$ cat src/rtl/fifo_pipe_mc_if.sv
// Push, pop-arbitration, result and error bundle for fifo_pipe_mc.
// The master side issues pushes and pop requests; the slave side (the FIFO) answers.
interface fifo_pipe_mc_if #(
    parameter int NUM_CH         = 4,
    parameter int max_FIFO_WIDTH = 11
);
    localparam int CH_W = (NUM_CH > 1) ? $clog2(NUM_CH) : 1;

    logic                      push;
    logic [CH_W-1:0]           push_ch;
    logic [max_FIFO_WIDTH-1:0] push_data;
    logic [NUM_CH-1:0]         pop_req;
    logic [NUM_CH-1:0]         pop_gnt;
    logic [NUM_CH-1:0]         empty;
    logic [NUM_CH-1:0]         full;
    logic                      out_valid;
    logic [max_FIFO_WIDTH-1:0] pop_data;
    logic [CH_W-1:0]           out_ch;
    logic                      ovf_err;
    logic                      udf_err;
    logic                      err_clr;

    modport master (
        output push, push_ch, push_data, pop_req, err_clr,
        input  pop_gnt, empty, full, out_valid, pop_data, out_ch, ovf_err, udf_err
    );

    modport slave (
        input  push, push_ch, push_data, pop_req, err_clr,
        output pop_gnt, empty, full, out_valid, pop_data, out_ch, ovf_err, udf_err
    );
endinterface

$ cat src/rtl/fifo_pipe_mc.sv
// Multi-channel FIFO with a round-robin pop arbiter feeding a configurable-length
// arithmetic pipeline; results emerge tagged with their source channel.
module fifo_pipe_mc #(
    parameter int NUM_CH         = 4,
    parameter int max_FIFO_DEPTH = 8,
    parameter int max_FIFO_WIDTH = 11,
    parameter int max_NUM_LOOPS  = 6
) (
    input  logic                              clk,
    input  logic                              rst,
    fifo_pipe_mc_if.slave                     bus,
    input  logic [$clog2(max_FIFO_DEPTH):0]   sig_FIFO_DEPTH,
    input  logic [$clog2(max_FIFO_WIDTH):0]   sig_FIFO_WIDTH,
    input  logic [$clog2(max_NUM_LOOPS):0]    sig_NUM_LOOPS,
    input  logic [1:0]                        sig_ADD_MODE,
    input  logic [max_FIFO_WIDTH-1:0]         sig_STEP
);
    localparam int CH_W   = (NUM_CH > 1) ? $clog2(NUM_CH) : 1;
    localparam int PTR_W  = (max_FIFO_DEPTH > 1) ? $clog2(max_FIFO_DEPTH) : 1;
    localparam int LVL_W  = $clog2(max_FIFO_DEPTH) + 1;
    localparam int LOOP_W = $clog2(max_NUM_LOOPS) + 1;
    localparam int W      = max_FIFO_WIDTH;
    localparam int NL     = max_NUM_LOOPS;

    localparam logic [1:0] MODE_SUB  = 2'b00;
    localparam logic [1:0] MODE_ADD  = 2'b01;
    localparam logic [1:0] MODE_PASS = 2'b10;

    logic [W-1:0]      mem    [NUM_CH][max_FIFO_DEPTH];
    logic [PTR_W-1:0]  wr_ptr [NUM_CH];
    logic [PTR_W-1:0]  rd_ptr [NUM_CH];
    logic [LVL_W-1:0]  level  [NUM_CH];
    logic [CH_W-1:0]   last_gnt;

    logic [W-1:0]      data_mask;
    logic [LVL_W-1:0]  depth_m1;
    logic [NUM_CH-1:0] empty_v;
    logic [NUM_CH-1:0] full_v;
    logic [NUM_CH-1:0] eligible;
    logic [NUM_CH-1:0] gnt;
    logic [NUM_CH-1:0] wr_hit;
    logic              gnt_any;
    logic [CH_W-1:0]   gnt_idx;
    logic [CH_W-1:0]   cand;
    logic              push_ok;
    logic              ovf_ev;
    logic              udf_ev;
    logic [W-1:0]      rd_word;
    logic              ovf_q;
    logic              udf_q;

    logic [NL:1]       stg_vld;
    logic [W-1:0]      stg_data [1:NL];
    logic [CH_W-1:0]   stg_ch   [1:NL];

    logic              sel_vld;
    logic [W-1:0]      sel_data;
    logic [CH_W-1:0]   sel_ch;

    function automatic logic [PTR_W-1:0] ptr_inc(input logic [PTR_W-1:0] p,
                                                 input logic [LVL_W-1:0] last);
        return (LVL_W'(p) == last) ? '0 : p + 1'b1;
    endfunction

    function automatic logic [W-1:0] apply_op(input logic [W-1:0] x,
                                              input logic [1:0]   mode,
                                              input logic [W-1:0] step,
                                              input logic [W-1:0] mask);
        logic [W-1:0] r;
        case (mode)
            MODE_SUB:  r = x - step;
            MODE_ADD:  r = x + step;
            MODE_PASS: r = x;
            default:   r = x ^ step;
        endcase
        return r & mask;
    endfunction

    assign depth_m1 = sig_FIFO_DEPTH - LVL_W'(1);

    // NOTE: every always_comb output gets a default before any conditional
    // assignment so no path leaves it unassigned and no latch is inferred.
    always_comb begin
        data_mask = '0;
        for (int b = 0; b < W; b++) begin
            data_mask[b] = (b < int'(sig_FIFO_WIDTH));
        end
    end

    always_comb begin
        empty_v = '0;
        full_v  = '0;
        for (int c = 0; c < NUM_CH; c++) begin
            empty_v[c] = (level[c] == '0);
            full_v[c]  = (level[c] == sig_FIFO_DEPTH);
        end
    end

    // Fullness is judged on the start-of-cycle level, so a same-cycle pop never rescues a push.
    assign push_ok  = bus.push && !full_v[bus.push_ch];
    assign ovf_ev   = bus.push &&  full_v[bus.push_ch];
    assign udf_ev   = |(bus.pop_req & empty_v);
    assign eligible = bus.pop_req & ~empty_v;
    assign wr_hit   = push_ok ? (NUM_CH'(1) << bus.push_ch) : '0;

    // NOTE: combinational logic uses blocking '=' so the search variable updates in
    // program order within one evaluation; registers below use '<=' exclusively.
    always_comb begin
        gnt     = '0;
        gnt_any = 1'b0;
        gnt_idx = '0;
        cand    = last_gnt;
        for (int i = 0; i < NUM_CH; i++) begin
            cand = (cand == CH_W'(NUM_CH - 1)) ? '0 : cand + 1'b1;
            if (!gnt_any && eligible[cand]) begin
                gnt_any = 1'b1;
                gnt_idx = cand;
            end
        end
        if (gnt_any) begin
            gnt[gnt_idx] = 1'b1;
        end
    end

    assign rd_word = mem[gnt_idx][rd_ptr[gnt_idx]];

    always_ff @(posedge clk or posedge rst) begin
        if (rst) begin
            for (int c = 0; c < NUM_CH; c++) begin
                wr_ptr[c] <= '0;
                rd_ptr[c] <= '0;
                level[c]  <= '0;
            end
            last_gnt <= CH_W'(NUM_CH - 1);
        end else begin
            for (int c = 0; c < NUM_CH; c++) begin
                if (wr_hit[c]) begin
                    wr_ptr[c] <= ptr_inc(wr_ptr[c], depth_m1);
                end
                if (gnt[c]) begin
                    rd_ptr[c] <= ptr_inc(rd_ptr[c], depth_m1);
                end
                if (wr_hit[c] && !gnt[c]) begin
                    level[c] <= level[c] + 1'b1;
                end else if (!wr_hit[c] && gnt[c]) begin
                    level[c] <= level[c] - 1'b1;
                end
            end
            if (gnt_any) begin
                last_gnt <= gnt_idx;
            end
        end
    end

    // NOTE: storage is deliberately not reset; pointers and levels alone define
    // which entries are live, so stale contents are never observable.
    always_ff @(posedge clk) begin
        for (int c = 0; c < NUM_CH; c++) begin
            if (wr_hit[c]) begin
                mem[c][wr_ptr[c]] <= bus.push_data & data_mask;
            end
        end
    end

    always_ff @(posedge clk or posedge rst) begin
        if (rst) begin
            ovf_q <= 1'b0;
            udf_q <= 1'b0;
        end else begin
            if (ovf_ev) begin
                ovf_q <= 1'b1;
            end else if (bus.err_clr) begin
                ovf_q <= 1'b0;
            end
            if (udf_ev) begin
                udf_q <= 1'b1;
            end else if (bus.err_clr) begin
                udf_q <= 1'b0;
            end
        end
    end

    // Stage k holds the word after k applications; the output tap selects stage sig_NUM_LOOPS.
    always_ff @(posedge clk or posedge rst) begin
        if (rst) begin
            stg_vld <= '0;
            for (int k = 1; k <= NL; k++) begin
                stg_data[k] <= '0;
                stg_ch[k]   <= '0;
            end
        end else begin
            stg_vld[1]  <= gnt_any;
            stg_data[1] <= gnt_any ? apply_op(rd_word, sig_ADD_MODE, sig_STEP, data_mask) : '0;
            stg_ch[1]   <= gnt_any ? gnt_idx : '0;
            for (int k = 2; k <= NL; k++) begin
                stg_vld[k]  <= stg_vld[k-1];
                stg_data[k] <= apply_op(stg_data[k-1], sig_ADD_MODE, sig_STEP, data_mask);
                stg_ch[k]   <= stg_ch[k-1];
            end
        end
    end

    always_comb begin
        sel_vld  = 1'b0;
        sel_data = '0;
        sel_ch   = '0;
        for (int k = 1; k <= NL; k++) begin
            if (sig_NUM_LOOPS == LOOP_W'(k)) begin
                sel_vld  = stg_vld[k];
                sel_data = stg_data[k];
                sel_ch   = stg_ch[k];
            end
        end
    end

    assign bus.pop_gnt   = gnt;
    assign bus.empty     = empty_v;
    assign bus.full      = full_v;
    assign bus.out_valid = sel_vld;
    assign bus.pop_data  = sel_vld ? sel_data : '0;
    assign bus.out_ch    = sel_vld ? sel_ch : '0;
    assign bus.ovf_err   = ovf_q;
    assign bus.udf_err   = udf_q;
endmodule

$ cat src/flat_wrapper.sv
// flat-port wrapper written by rule: the top's interface ports become plain ports
module fifo_pipe_mc_flat 
#(
    parameter int NUM_CH         = 4,
    parameter int max_FIFO_DEPTH = 8,
    parameter int max_FIFO_WIDTH = 11,
    parameter int max_NUM_LOOPS  = 6
)
  (clk, rst, sig_FIFO_DEPTH, sig_FIFO_WIDTH, sig_NUM_LOOPS, sig_ADD_MODE, sig_STEP, bus_push, bus_push_ch, bus_push_data, bus_pop_req, bus_err_clr, bus_pop_gnt, bus_empty, bus_full, bus_out_valid, bus_pop_data, bus_out_ch, bus_ovf_err, bus_udf_err);
  fifo_pipe_mc_if #(.NUM_CH(NUM_CH), .max_FIFO_WIDTH(max_FIFO_WIDTH)) bus_i ();
  input  logic clk;
  input  logic rst;
  input  logic [$clog2(max_FIFO_DEPTH):0] sig_FIFO_DEPTH;
  input  logic [$clog2(max_FIFO_WIDTH):0] sig_FIFO_WIDTH;
  input  logic [$clog2(max_NUM_LOOPS):0] sig_NUM_LOOPS;
  input  logic [1:0] sig_ADD_MODE;
  input  logic [max_FIFO_WIDTH-1:0] sig_STEP;
  input wire logic [$bits(bus_i.push)-1:0] bus_push;
  input wire logic [$bits(bus_i.push_ch)-1:0] bus_push_ch;
  input wire logic [$bits(bus_i.push_data)-1:0] bus_push_data;
  input wire logic [$bits(bus_i.pop_req)-1:0] bus_pop_req;
  input wire logic [$bits(bus_i.err_clr)-1:0] bus_err_clr;
  output wire logic [$bits(bus_i.pop_gnt)-1:0] bus_pop_gnt;
  output wire logic [$bits(bus_i.empty)-1:0] bus_empty;
  output wire logic [$bits(bus_i.full)-1:0] bus_full;
  output wire logic [$bits(bus_i.out_valid)-1:0] bus_out_valid;
  output wire logic [$bits(bus_i.pop_data)-1:0] bus_pop_data;
  output wire logic [$bits(bus_i.out_ch)-1:0] bus_out_ch;
  output wire logic [$bits(bus_i.ovf_err)-1:0] bus_ovf_err;
  output wire logic [$bits(bus_i.udf_err)-1:0] bus_udf_err;
  assign bus_i.push = bus_push;
  assign bus_i.push_ch = bus_push_ch;
  assign bus_i.push_data = bus_push_data;
  assign bus_i.pop_req = bus_pop_req;
  assign bus_i.err_clr = bus_err_clr;
  assign bus_pop_gnt = bus_i.pop_gnt;
  assign bus_empty = bus_i.empty;
  assign bus_full = bus_i.full;
  assign bus_out_valid = bus_i.out_valid;
  assign bus_pop_data = bus_i.pop_data;
  assign bus_out_ch = bus_i.out_ch;
  assign bus_ovf_err = bus_i.ovf_err;
  assign bus_udf_err = bus_i.udf_err;
  fifo_pipe_mc #(.NUM_CH(NUM_CH), .max_FIFO_DEPTH(max_FIFO_DEPTH), .max_FIFO_WIDTH(max_FIFO_WIDTH), .max_NUM_LOOPS(max_NUM_LOOPS)) u_core (.clk(clk), .rst(rst), .bus(bus_i), .sig_FIFO_DEPTH(sig_FIFO_DEPTH), .sig_FIFO_WIDTH(sig_FIFO_WIDTH), .sig_NUM_LOOPS(sig_NUM_LOOPS), .sig_ADD_MODE(sig_ADD_MODE), .sig_STEP(sig_STEP));
endmodule
$ cat config.mk
export PLATFORM = sky130hd
export DESIGN_NAME = fifo_pipe_mc_flat
export DESIGN_NICKNAME = d
export VERILOG_FILES = /design/src/rtl/fifo_pipe_mc_if.sv /design/src/rtl/fifo_pipe_mc.sv /design/src/flat_wrapper.sv
export SDC_FILE = /design/constraint.sdc
export NUM_CORES = 1
export LEC_CHECK = 0
export CAP_MARGIN = 20
export CORE_MARGIN = 2
export CORE_UTILIZATION = 55
export CTS_BUF_LIST = sky130_fd_sc_hd__clkbuf_4 sky130_fd_sc_hd__clkbuf_8
export CTS_CLUSTER_SIZE = 30
export DETAILED_ROUTE_END_ITERATION = 8
export GPL_ROUTABILITY_DRIVEN = 0
export GPL_TIMING_DRIVEN = 0
export PLACE_DENSITY = 0.79
export SLEW_MARGIN = 20
export SYNTH_ARGS = -nofsm -noshare
export SYNTH_HDL_FRONTEND = slang
export SYNTH_SLANG_ARGS = --single-unit
$ cat constraint.sdc
create_clock -name clk -period 5.1 [get_ports clk]
set_clock_uncertainty 0.15 [all_clocks]
set_input_delay 1.53 -clock clk [delete_from_list [all_inputs] [get_ports clk]]
set_output_delay 1.53 -clock clk [all_outputs]
set_load 0.05 [all_outputs]
=== Word level (Yosys, flattened, before mapping) ===
Memories as Yosys holds them, arrays and structs flattened.
Cells that the tools add are included.

* Flip-flop bits (word level): 128
* RAM bits: 352
* Logic and storage cells: 274
* Memories: 1

{| class="wikitable"
|+ Memories
! memory !! words !! width !! rd ports !! clocked after memory_dff !! write ports !! RTL line !! text
|-
| u_core.mem || 4 || 88 || 1 || 0 || 4 || fifo_pipe_mc.sv:29 || <nowiki>logic [W-1:0] mem [NUM_CH][max_FIFO_DEPTH];</nowiki>
|}

* Add/sub/neg operators: 33
* Magnitude comparators: 28
* Eq/ne operators: 24
* Shift operators: 1
* Multiplexer cells: 95
* Bitwise operators: 22
* Reductions and logical operators: 42

{| class="wikitable"
|+ Operator list
! cell !! count
|-
| 88-bit two-way mux || 4
|-
| 11-bit one-hot mux with 3 select lines || 6
|-
| 11-bit two-way mux || 14
|-
| 11-bit demux with 3-bit select || 4
|-
| 11-bit AND || 7
|-
| 11-bit adder || 6
|-
| 11-bit subtractor || 6
|-
| 11-bit bitwise XOR || 6
|-
| 4-bit two-way mux || 10
|-
| 11-bit binary-select mux with 3-bit select || 1
|-
| 3-bit by 4-bit == test with 1-bit output || 8
|-
| 2-bit two-way mux || 16
|-
| 3-bit two-way mux || 10
|-
| 3-bit by 1-bit adder with 3-bit output (second input constant) || 8
|-
| 1-bit two-way mux || 23
|-
| 4-bit >= comparator (second input constant) || 5
|-
| 3-bit by 5-bit < comparator with 1-bit output (first input constant) || 4
|-
| 3-bit inverter with 4-bit output || 5
|-
| 4-bit by 1-bit subtractor with 4-bit output (second input constant) || 5
|-
| 1-bit logical AND || 18
|-
| 2-bit by 3-bit < comparator with 1-bit output (second input constant) || 6
|-
| 4-bit by 1-bit adder with 4-bit output (second input constant) || 4
|-
| 4-bit == test || 4
|-
| 4-bit zero test || 4
|-
| other kinds (23) || 61
|}

=== Depth between registers and ports, before layout ===
* Depth in word-level cells: 27
* Depth in mapped cells: 24
* Mapped depth without buffers: 21

=== Worst setup path after synthesis ===
OpenSTA, ideal clock, no wires.

* Kind: reg-to-reg
* From: reg u_core.level[8] (netlist bit)
* To: reg u_core.stg_data[65] (netlist bit)
* Arrival: 6.339 ns
* Slack: -1.495 ns
* Stages on the path, launching flop included: 24
* Clock period less this slack: 6.595 ns
* Cell sequence: dfrtp_1 nor4_1 o32ai_1 a211o_1 inv_2 buf_4 buf_2 buf_2 mux2i_1 mux2i_1 mux2i_1 mux2_2 mux2i_1 ha_1 fa_1 a21o_1 a21oi_1 o21bai_1 a21oi_1 o21bai_1 a311o_1 o311a_1 o21ai_0 nor4b_1

* Cells in the longest elaborated chain, start to end: 27
* Elaborated cells between the ends (all ways): 40
* Those cells by class: 2 x add/sub; 24 x mux; 6 x bitwise; 7 x reduce/logical; 1 x memory

{| class="wikitable"
|+ Ends and longest elaborated chain
! what !! RTL line !! text
|-
| start: declaration || fifo_pipe_mc.sv:32 || <nowiki>logic [LVL_W-1:0] level [NUM_CH];</nowiki>
|-
| start signal: indexed assignment || fifo_pipe_mc.sv:144 || <nowiki>level[c] <= level[c] + 1'b1;</nowiki>
|-
| start signal: indexed assignment || fifo_pipe_mc.sv:146 || <nowiki>level[c] <= level[c] - 1'b1;</nowiki>
|-
| 4-bit zero test * || fifo_pipe_mc.sv:94 || <nowiki>empty_v[c] = (level[c] == '0);</nowiki>
|-
| via bus_empty[1] || flat_wrapper.sv:24 || <nowiki>output wire logic [$bits(bus_i.empty)-1:0] bus_empty;</nowiki>
|-
| 4-bit inverter * || fifo_pipe_mc.sv:103 || <nowiki>assign eligible = bus.pop_req & ~empty_v;</nowiki>
|-
| 4-bit AND * || fifo_pipe_mc.sv:103 ||
|-
| 1-bit binary-select mux with 2-bit select || fifo_pipe_mc.sv:115 || <nowiki>if (!gnt_any && eligible[cand]) begin</nowiki>
|-
| 1-bit two-way mux (implied by the code) || fifo_pipe_mc.sv:115 ||
|-
| 1-bit two-way mux || fifo_pipe_mc.sv:115 ||
|-
| 1-bit zero test || fifo_pipe_mc.sv:115 ||
|-
| [10 not listed] || - ||
|-
| 3-bit two-way mux (implied by the code) (2 in a row) || fifo_pipe_mc.sv:125 || <nowiki>assign rd_word = mem[gnt_idx][rd_ptr[gnt_idx]];</nowiki>
|-
| 3-bit inverter with 4-bit output (implied by the code) || fifo_pipe_mc.sv:125 ||
|-
| 11-bit binary-select mux with 3-bit select || fifo_pipe_mc.sv:125 ||
|-
| 11-bit two-way mux (implied by the code) (2 in a row) || fifo_pipe_mc.sv:125 ||
|-
| 11-bit adder, or another cell as far along || fifo_pipe_mc.sv:72 || <nowiki>MODE_ADD: r = x + step;</nowiki>
|-
| 11-bit one-hot mux with 3 select lines || fifo_pipe_mc.sv:70 || <nowiki>case (mode)</nowiki>
|-
| 11-bit AND || fifo_pipe_mc.sv:76 || <nowiki>return r & mask;</nowiki>
|-
| 11-bit two-way mux * || fifo_pipe_mc.sv:193 || <nowiki>stg_data[1] <= gnt_any ? apply_op(rd_word, sig_ADD_MODE, sig_STEP, data_mask) : '0;</nowiki>
|-
| end signal: indexed assignment || fifo_pipe_mc.sv:197 || <nowiki>stg_data[k] <= apply_op(stg_data[k-1], sig_ADD_MODE, sig_STEP, data_mask);</nowiki>
|-
| end: declaration || fifo_pipe_mc.sv:53 || <nowiki>logic [W-1:0] stg_data [1:NL];</nowiki>
|}

The timed path passes the listed nets; every way through them passes the cells marked *. The select of a mux whose other input is x is not followed.
A chain may end at the register's enable or synchronous reset.

=== Worst setup path in the final report ===
* From: in bus_pop_req[0]
* To: reg u_core.stg_data[65] (netlist bit)

* Cells in the longest elaborated chain, start to end: 25
* Elaborated cells between the ends (all ways): 38
* Those cells by class: 2 x add/sub; 24 x mux; 5 x bitwise; 6 x reduce/logical; 1 x memory

{| class="wikitable"
|+ Ends and longest elaborated chain
! what !! RTL line !! text
|-
| start: declaration || flat_wrapper.sv:21 || <nowiki>input wire logic [$bits(bus_i.pop_req)-1:0] bus_pop_req;</nowiki>
|-
| 4-bit AND * || fifo_pipe_mc.sv:103 ||
|-
| 1-bit binary-select mux with 2-bit select || fifo_pipe_mc.sv:115 ||
|-
| 1-bit two-way mux (implied by the code) || fifo_pipe_mc.sv:115 ||
|-
| 1-bit two-way mux || fifo_pipe_mc.sv:115 ||
|-
| 1-bit zero test || fifo_pipe_mc.sv:115 ||
|-
| 1-bit logical AND || fifo_pipe_mc.sv:115 ||
|-
| 1-bit two-way mux || fifo_pipe_mc.sv:115 ||
|-
| 1-bit zero test || fifo_pipe_mc.sv:115 ||
|-
| [7 not listed] || - ||
|-
| 3-bit two-way mux (implied by the code) (2 in a row) || fifo_pipe_mc.sv:125 ||
|-
| 3-bit inverter with 4-bit output (implied by the code) || fifo_pipe_mc.sv:125 ||
|-
| 11-bit binary-select mux with 3-bit select || fifo_pipe_mc.sv:125 ||
|-
| 11-bit two-way mux (implied by the code) (2 in a row) || fifo_pipe_mc.sv:125 ||
|-
| 11-bit adder, or another cell as far along || fifo_pipe_mc.sv:72 ||
|-
| 11-bit one-hot mux with 3 select lines || fifo_pipe_mc.sv:70 ||
|-
| 11-bit AND || fifo_pipe_mc.sv:76 ||
|-
| 11-bit two-way mux * || fifo_pipe_mc.sv:193 ||
|}

Every way passes the cells marked *; elsewhere a longest branch is shown, timed or not. The select of a mux whose other input is x is not followed.

==> impl_metrics.py <==
metrics = {
    "run_status": {
        "status": "finished, violations left",
        "failed_checks": "negative setup slack",
    },
    "timing": {
        "setup-tns-final_ps": -2834,
        "min_period_over_period_pct": 111.3,
        "relSlewSlack_pct": 18.00,
        "tightestPinTransition_ps": 1221,
        "slew_viol_final": 0,
        "hold_viol_final": 0,
        "final.setup.worst_slack_ps": -575.9,
        "grt_setup_unrepaired": "yes",
        "hold_ws_ps": 218.8,
        "max_clock_freq_mhz": 176.2,
        "final_period_minus_worst_setup_slack_ps": 5676,
        "finalSetupViolCount": 11,
    },
    "clock_network": {
        "clock_sinks": 480,
        "hold_buffers": 0,
        "worst_skew_pair.late_latency_ps": 680,
        "tritoncts": "yes",
        "ctsRootBufferMaster": "clkbuf_8",
        "cts.htree.levels": 3,
        "clk_pin_slew_ps": 60,
        "tritoncts.num_buffers": 77,
        "clockBufferDepth": 3,
    },
    "synth": {
        "synthCells": 1874,
        "synth_async_sr_flop_share_pct": 26.67,
        "compound_gate_fraction_of_synth_area_pct": 9.302,
        "synth_enable_flop_cells": 352,
        "synthXorXnorAreaFrac_pct": 5.104,
        "synth_fp_nets": 2014,
        "syn_area_mm2": 0.02420,
        "ys_dominant_reg_cell": "edfxtp_1",
        "post_synth_fa_ha_maj_area_fraction_pct": 5.119,
        "synth_top_family_by_area": "multiplexers",
        "postSynthRegisterBits": 480,
        "ys_warn_count": 0,
        "mux_share_of_post_synthesis_cell_area_pct": 10.42,
        "synth.yosys.seq_area_share_pct": 56.93,
        "synth.distinct_cells": 70,
        "synth-simple-area-share_pct": 10.10,
        "synth_area_per_cell_um2": 12.91,
    },
    "die": {
        "dieHeight_um": 213.8,
        "die_width_um": 213.8,
        "num_rows": 76,
        "design.portCount": 75,
        "floorplan.initialDensity_pct": 55.93,
        "design.die.area_mm2": 0.04569,
        "design.core.area_mm2": 0.04327,
    },
    "pwr": {
        "leakage_power_nw": 10.74,
        "irDropWorstVdd_uv": 435.0,
        "p_per_area_mw_per_mm2": 749.8,
        "report.power.total_mw": 21.55,
    },
    "routing": {
        "wl_per_cell_um": 24.43,
        "vias_per_cell": 6.338,
        "detail-route-antenna-nets": 0,
        "via_count": 17303,
        "firstDrtPassIters": 5,
        "routed_wirelength_um": 66700,
        "drt_iter0_markers": 1920,
        "drt_drc_violations_left": 0,
    },
    "setup_path": {
        "critPathTopFamily": "compound AO/OA/AOI/OAI gates",
        "cp_max_fo": 6,
        "cp_num_buf_inv": 5,
        "critical-path-top-cell-by-count": "buf_12",
        "setup.worst_path.start_class": "primary input",
        "critical-path-max-stage-delay_ps": 570,
        "timing.setup.critical_path_class": "primary input to flop",
        "required_time_at_the_endpoint_of_the_critical_path_ps": 5530,
        "arrival_time_reported_for_the_critical_path_endpoint_ps": 6110,
        "timing.critical_path.slowest_stage_cell": "mux4_2",
        "cp_cell_sequence": "buf_2, o41a_1, a221oi_2, o21ai_2, inv_2, buf_12, mux4_2, buf_12, buf_12, mux2i_4, mux2_4, mux2i_4, ha_2, fa_2, a21o_1, a21oi_2, o21bai_1, a21oi_2, o21bai_2, a31oi_1, o311a_4, o21ai_2, nor4b_4",
        "critPathCaptureType": "flop",
    },
    "finish": {
        "drive_above_1_share_pct": 24.01,
        "multi_input_comb_area_mm2": 0.01041,
        "finish.net_count": 2228,
        "fill_cells": 2914,
        "regArea_mm2": 0.01378,
        "number_of_inserted_diodes": 0,
        "layout_utilization_pct": 66.42,
        "syn_to_final_growth_pct": 18.77,
    },
    "global_routing": {
        "grt_overflow": 0,
        "initial_antenna_violation_count": 0,
        "grt_pass1_vias": 17274,
        "grt_use_total_pct": 30.03,
        "grt_pass1_wl_um": 101300,
        "grt_start_max_net_pins": 89,
    },
    "placement": {
        "dpl.hpwl_um": 45430,
        "port_buffers": 66,
        "post_placement_worst_setup_slack_ps": -2375,
    },
    "worst_hold_path": {
        "hold_path_class": "flop to flop",
    },
    "run": {
        "maxCapViolCount": 0,
    },
}
[what timing repair did]
item | CTS | global route
pin swaps | 25 | 7
setup buffers | 41 | 13
setup endpoints to repair | 42 | 35
cloned | 2 | 0
gates resized for setup | 249 | 31
[cells by family (layout without fill, tap and decap cells)]
kind of cell,count (synthesis),in the layout
mux,154,154
xor+xnor,141,141
simple gates,512,512
flops,480,480
buf+inv,167,438
compound gates,327,327
fa+ha+maj,93,93
[metrics by stage]
stage	cell area (um2)	cells
after floorplan	24410	1874
after global placement	25810	2525
after detailed placement	26100	2541
after CTS	28560	2717
after global routing	28740	2730
final	28740	2730
[routing by layer]
| metal | share of wire (%) | track usage (%) | routed length [um] |
|---|---|---|---|
| met5 | 0 | 0 | 0 |
| met4 | 4.6 | 14.22 | 3072 |
| met3 | 9.2 | 6.283 | 6169 |
| met2 | 49 | 49.63 | 32360 |
| met1 | 38 | 38.17 | 25100 |
[cell usage after synthesis, drive strengths merged (11+ instances only)]
cell type / count / area (um2)
a22o: 11 / 96.34
a31oi: 11 / 68.82
buf: 46 / 274.0
nor2b: 35 / 219.0
a2111oi: 22 / 237.7
dfrtp: 126 / 3153
edfxtp: 352 / 10570
mux2: 24 / 270.3
inv: 78 / 292.8
nand2b: 24 / 150.1
o21ai: 68 / 344.1
nand2: 174 / 653.1
nand4: 11 / 68.82
mux2i: 54 / 540.5
xnor2: 91 / 797.0
a21oi: 88 / 440.4
nor3: 47 / 235.2
or3: 14 / 87.58
clkbuf: 43 / 162.7
a211oi: 19 / 142.6
a21o: 21 / 157.7
nor4: 20 / 137.6
nand3: 29 / 145.1
ha: 83 / 1039
nor2: 114 / 427.9
mux4: 76 / 1712
xor2: 50 / 437.9
[path summary, 6_finish.rpt]
kind	start	end	slack, ps	depth (start not counted)
max in group asynchronous	rst	u_core.stg_data[50]	2940	3
max reg2reg	u_core.level[12]	u_core.stg_data[65]	-470	23
min in group asynchronous	rst	u_core.level[1]	1080	2
max	bus_pop_req[0]	u_core.stg_data[65]	-580	23
min reg2reg	u_core.stg_ch[9]	u_core.stg_ch[7]	220	0
min	u_core.stg_ch[9]	u_core.stg_ch[7]	220	0
[final cells by class]
type | count | share of cell area, %
inverters | 78 | 1.110
clock inverters | 33 | 0.7619
repair buffers | 138 | 4.506
flip-flops and latches | 480 | 47.94
multi-input cells | 1227 | 36.22
plain buffers | 86 | 2.360
clock buffers | 103 | 4.563
well taps | 585 | 2.547
[power by group]
group / leakage [nW] / internal [mW] / switching (mW)
Combinational: 5.20 / 5.98 / 6.80
Sequential: 4.74 / 4.84 / 0.581
Clock: 0.801 / 1.78 / 1.57
Total: 10.7 / 12.6 / 8.96
[registers in the layout, summed over array words and instances, names as in the netlist, 2 cells and up]
signal and cells:
u_core.wr_ptr 12, u_core.level 16, u_core.stg_data 66, u_core.last_gnt 2, u_core.stg_ch 12, u_core.mem 352, u_core.rd_ptr 12, u_core.stg_vld 6
[cell usage in the layout (no fill, tap or decap), types with 12 or more instances in the layout]
master / n
a21oi_2: 13
nor2b_1: 28
a21oi_1: 71
nor2_2: 27
inv_1: 70
clkinv_1: 21
mux4_2: 76
buf_6: 17
clkbuf_8: 87
clkbuf_1: 29
or3_1: 14
buf_2: 15
dfrtp_1: 126
nand2b_1: 24
mux2_2: 20
nor3_1: 37
a211oi_1: 12
xor2_1: 49
xnor2_1: 90
clkbuf_4: 24
nand3_1: 28
a21o_1: 21
mux2i_1: 40
ha_1: 81
nand2_1: 171
o21ai_0: 63
buf_4: 70
buf_12: 13
nor2_1: 82
nor4_1: 14
edfxtp_1: 352
clkdlybuf4s50_1: 38
[worst register-to-register path, stage by stage, from the launching register on]
cell      delay (ps)
dfrtp_1          400
buf_2            190
o41a_1           440
a221oi_2         340
o21ai_2          150
inv_2            140
buf_12           110
mux4_2           570
buf_12           180
buf_12           150
mux2i_4          210
mux2_4           290
mux2i_4          210
ha_2             230
fa_2             210
a21o_1           140
a21oi_2           70
o21bai_1         170
a21oi_2          100
o21bai_2         160
a31oi_1          120
o311a_4          420
o21ai_2           90
nor4b_4          220
Power figures use the tool's default switching activity.
==> RTL edit, RTL diff (same settings) <==
Add an input register stage for `sig_ADD_MODE`, without a reset; this delays it by one clock. The other inputs are not delayed to match.
--- a/src/rtl/fifo_pipe_mc.sv
+++ b/src/rtl/fifo_pipe_mc.sv
@@ -26,6 +26,12 @@
     localparam logic [1:0] MODE_ADD  = 2'b01;
     localparam logic [1:0] MODE_PASS = 2'b10;
 
+    logic [1:0] sig_ADD_MODE_q;
+
+    always_ff @(posedge clk) begin
+        sig_ADD_MODE_q <= sig_ADD_MODE;
+    end
+
     logic [W-1:0]      mem    [NUM_CH][max_FIFO_DEPTH];
     logic [PTR_W-1:0]  wr_ptr [NUM_CH];
     logic [PTR_W-1:0]  rd_ptr [NUM_CH];
@@ -190,11 +196,11 @@
             end
         end else begin
             stg_vld[1]  <= gnt_any;
-            stg_data[1] <= gnt_any ? apply_op(rd_word, sig_ADD_MODE, sig_STEP, data_mask) : '0;
+            stg_data[1] <= gnt_any ? apply_op(rd_word, sig_ADD_MODE_q, sig_STEP, data_mask) : '0;
             stg_ch[1]   <= gnt_any ? gnt_idx : '0;
             for (int k = 2; k <= NL; k++) begin
                 stg_vld[k]  <= stg_vld[k-1];
-                stg_data[k] <= apply_op(stg_data[k-1], sig_ADD_MODE, sig_STEP, data_mask);
+                stg_data[k] <= apply_op(stg_data[k-1], sig_ADD_MODE_q, sig_STEP, data_mask);
                 stg_ch[k]   <= stg_ch[k-1];
             end
         end
Function: changed (Yosys sat finds a counterexample within 4 cycles, from zero or initial values and one cycle with rst high).
==> RTL edit against the original RTL <==
- the run still ends with negative setup slack left
- power grew 10%
- design area grew 2.7%
- worst setup slack gained 0.047 ns
- sequential cell count grew 2
- synthesized area grew 1.8%
- wire length grew 13%
- final cell count grew 11%
- combinational power grew 15%
- largest cell class unchanged
- largest power group unchanged
==> RTL edit: results (changes against the original RTL) <==
clock latency of the later-clocked register in the worst-skew pair=0.70 ns (was 0.68 ns); Final HPWL DP=50400 µm (was 45400 µm); worst setup timing slack at the placement stage=-2.02 ns (was -2.38 ns); Synth cell types=76 (was 70); Tightest Pin Transition=1.11 ns (was 1.22 ns); area share of the largest cell type after synthesis=0.429 (was 0.437); maximum cell stage delay along the critical path=0.59 ns (was 0.57 ns); result of the run=complete, but fails checks (unchanged); leading post-synthesis cells by instance count=sky130_fd_sc_hd__edfxtp_1 (352), sky130_fd_sc_hd__nand2_1 (256), sky130_fd_sc_hd__a21oi_1 (157) (was sky130_fd_sc_hd__edfxtp_1 (352), sky130_fd_sc_hd__nand2_1 (174), sky130_fd_sc_hd__dfrtp_1 (126)); Mapped Nets=2282 (was 2014); arrival time at the worst endpoint=6.02 ns (was 6.11 ns); slack of the critical path=-0.529 ns (was -0.576 ns); Final Net Count=2506 (was 2228); Worst setup startpoint=bus_pop_req[3] (was bus_pop_req[0]); wire length of the first global-routing pass=112000 µm (was 101000 µm); part of the total power dissipated in sequential elements=0.229 (was 0.251); # fillers=3061 (was 2914); fraction of layout instances using a drive strength above 1=0.193 (was 0.240); clock network fraction of design power=0.153 (was 0.156); ys async rst share=0.266 (was 0.267); hold slack final=0.210 ns (was 0.219 ns); Util after Layout=0.668 (was 0.664); number of global-route vias before repair=19.2k (was 17.3k); final routed wire length divided by cell count=24.9 µm (was 24.4 µm); post-detailed-routing wire length=75200 µm (was 66700 µm); cell types with the largest area share after synthesis=sky130_fd_sc_hd__edfxtp_1 (43%), sky130_fd_sc_hd__dfrtp_1 (13%), sky130_fd_sc_hd__ha_1 (4.2%) (was sky130_fd_sc_hd__edfxtp_1 (44%), sky130_fd_sc_hd__dfrtp_1 (13%), sky130_fd_sc_hd__mux4_2 (7.1%)); area share of fa/ha/maj cells after synthesis=0.0503 (was 0.0512); Cell Count Post-Placement=2814 (was 2541); cell with the largest stage delay on the worst path=sky130_fd_sc_hd__a221oi_1 (was sky130_fd_sc_hd__mux4_2); endpoints failing setup=11 (unchanged); critical path fanouts, max=8 (was 6); IO buf count=67 (was 66); number of clock buffers inserted by TritonCTS=80 (was 77); placed inst area=26600 µm² (was 26100 µm²); global-route usage over all layers=0.317 (was 0.300); total internal power=13100 µW (was 12600 µW); violated checks=negative setup slack (unchanged); Avg Vias per Cell=6.60 (was 6.34); complex-gate fraction of the synthesized area=0.149 (was 0.0930); sum of negative setup slack=-2.53 ns (was -2.83 ns); Hold Crit Endpoint=u_core.stg_vld[3] (was u_core.stg_ch[7]); xor/xnor share of the synthesized area=0.0509 (was 0.0510)
==> RTL edit: changes by cell type in the layout (fill, tap and decap cells not counted), moves of 16 or more <==
| cell | delta |
|---|---|
| sky130_fd_sc_hd__nand2_1 | +82 |
| sky130_fd_sc_hd__mux4_2 | -75 |
| sky130_fd_sc_hd__a21oi_1 | +73 |
| sky130_fd_sc_hd__and2_1 | +44 |
| sky130_fd_sc_hd__a221oi_1 | +42 |
| sky130_fd_sc_hd__a22o_1 | +21 |
| sky130_fd_sc_hd__a221o_1 | +19 |
| sky130_fd_sc_hd__nand3_1 | +17 |
| sky130_fd_sc_hd__o211ai_1 | +17 |
| sky130_fd_sc_hd__mux2i_1 | +16 |
==> RTL edit: layout make-up <==
type                       instances  area share
clock inverter                    30      0.0103
antenna                            1   0.0000848
tap                              592      0.0251
sequential                       482       0.468
multi-input combinational       1468       0.365
timing repair buffer             146      0.0440
buffer                           119      0.0317
clock buffer                     111      0.0460
inverter                          69      0.0100
==> RTL edit: what timing repair did <==
action / in CTS / in global routing
setup endpoints to repair: 43 / 36
hold buffers: 0 / 0
resized for setup: 237 / 80
buffers inserted: 42 / 21
endpoints found under the hold margin: 0 / 0
pin swaps: 39 / 17
cloned: 3 / 0
==> RTL edit: critical path: cells and delay by family <==
family          cells  cell delay [ns]
compound gates      9             2.58
fa+ha+maj           1             0.34
buf+inv             5             0.75
mux                 1             0.06
simple gates        3             0.75
==> RTL edit: routing by layer <==
layer / GRT usage / wire length, µm / vias to the layer above
li1: - / - / 8454
met3: 0.0661 / 8510 / 292
met2: 0.501 / 34900 / 1566
met5: 0 / 11 / -
met4: 0.167 / 4110 / 2
met1: 0.413 / 27600 / 9616
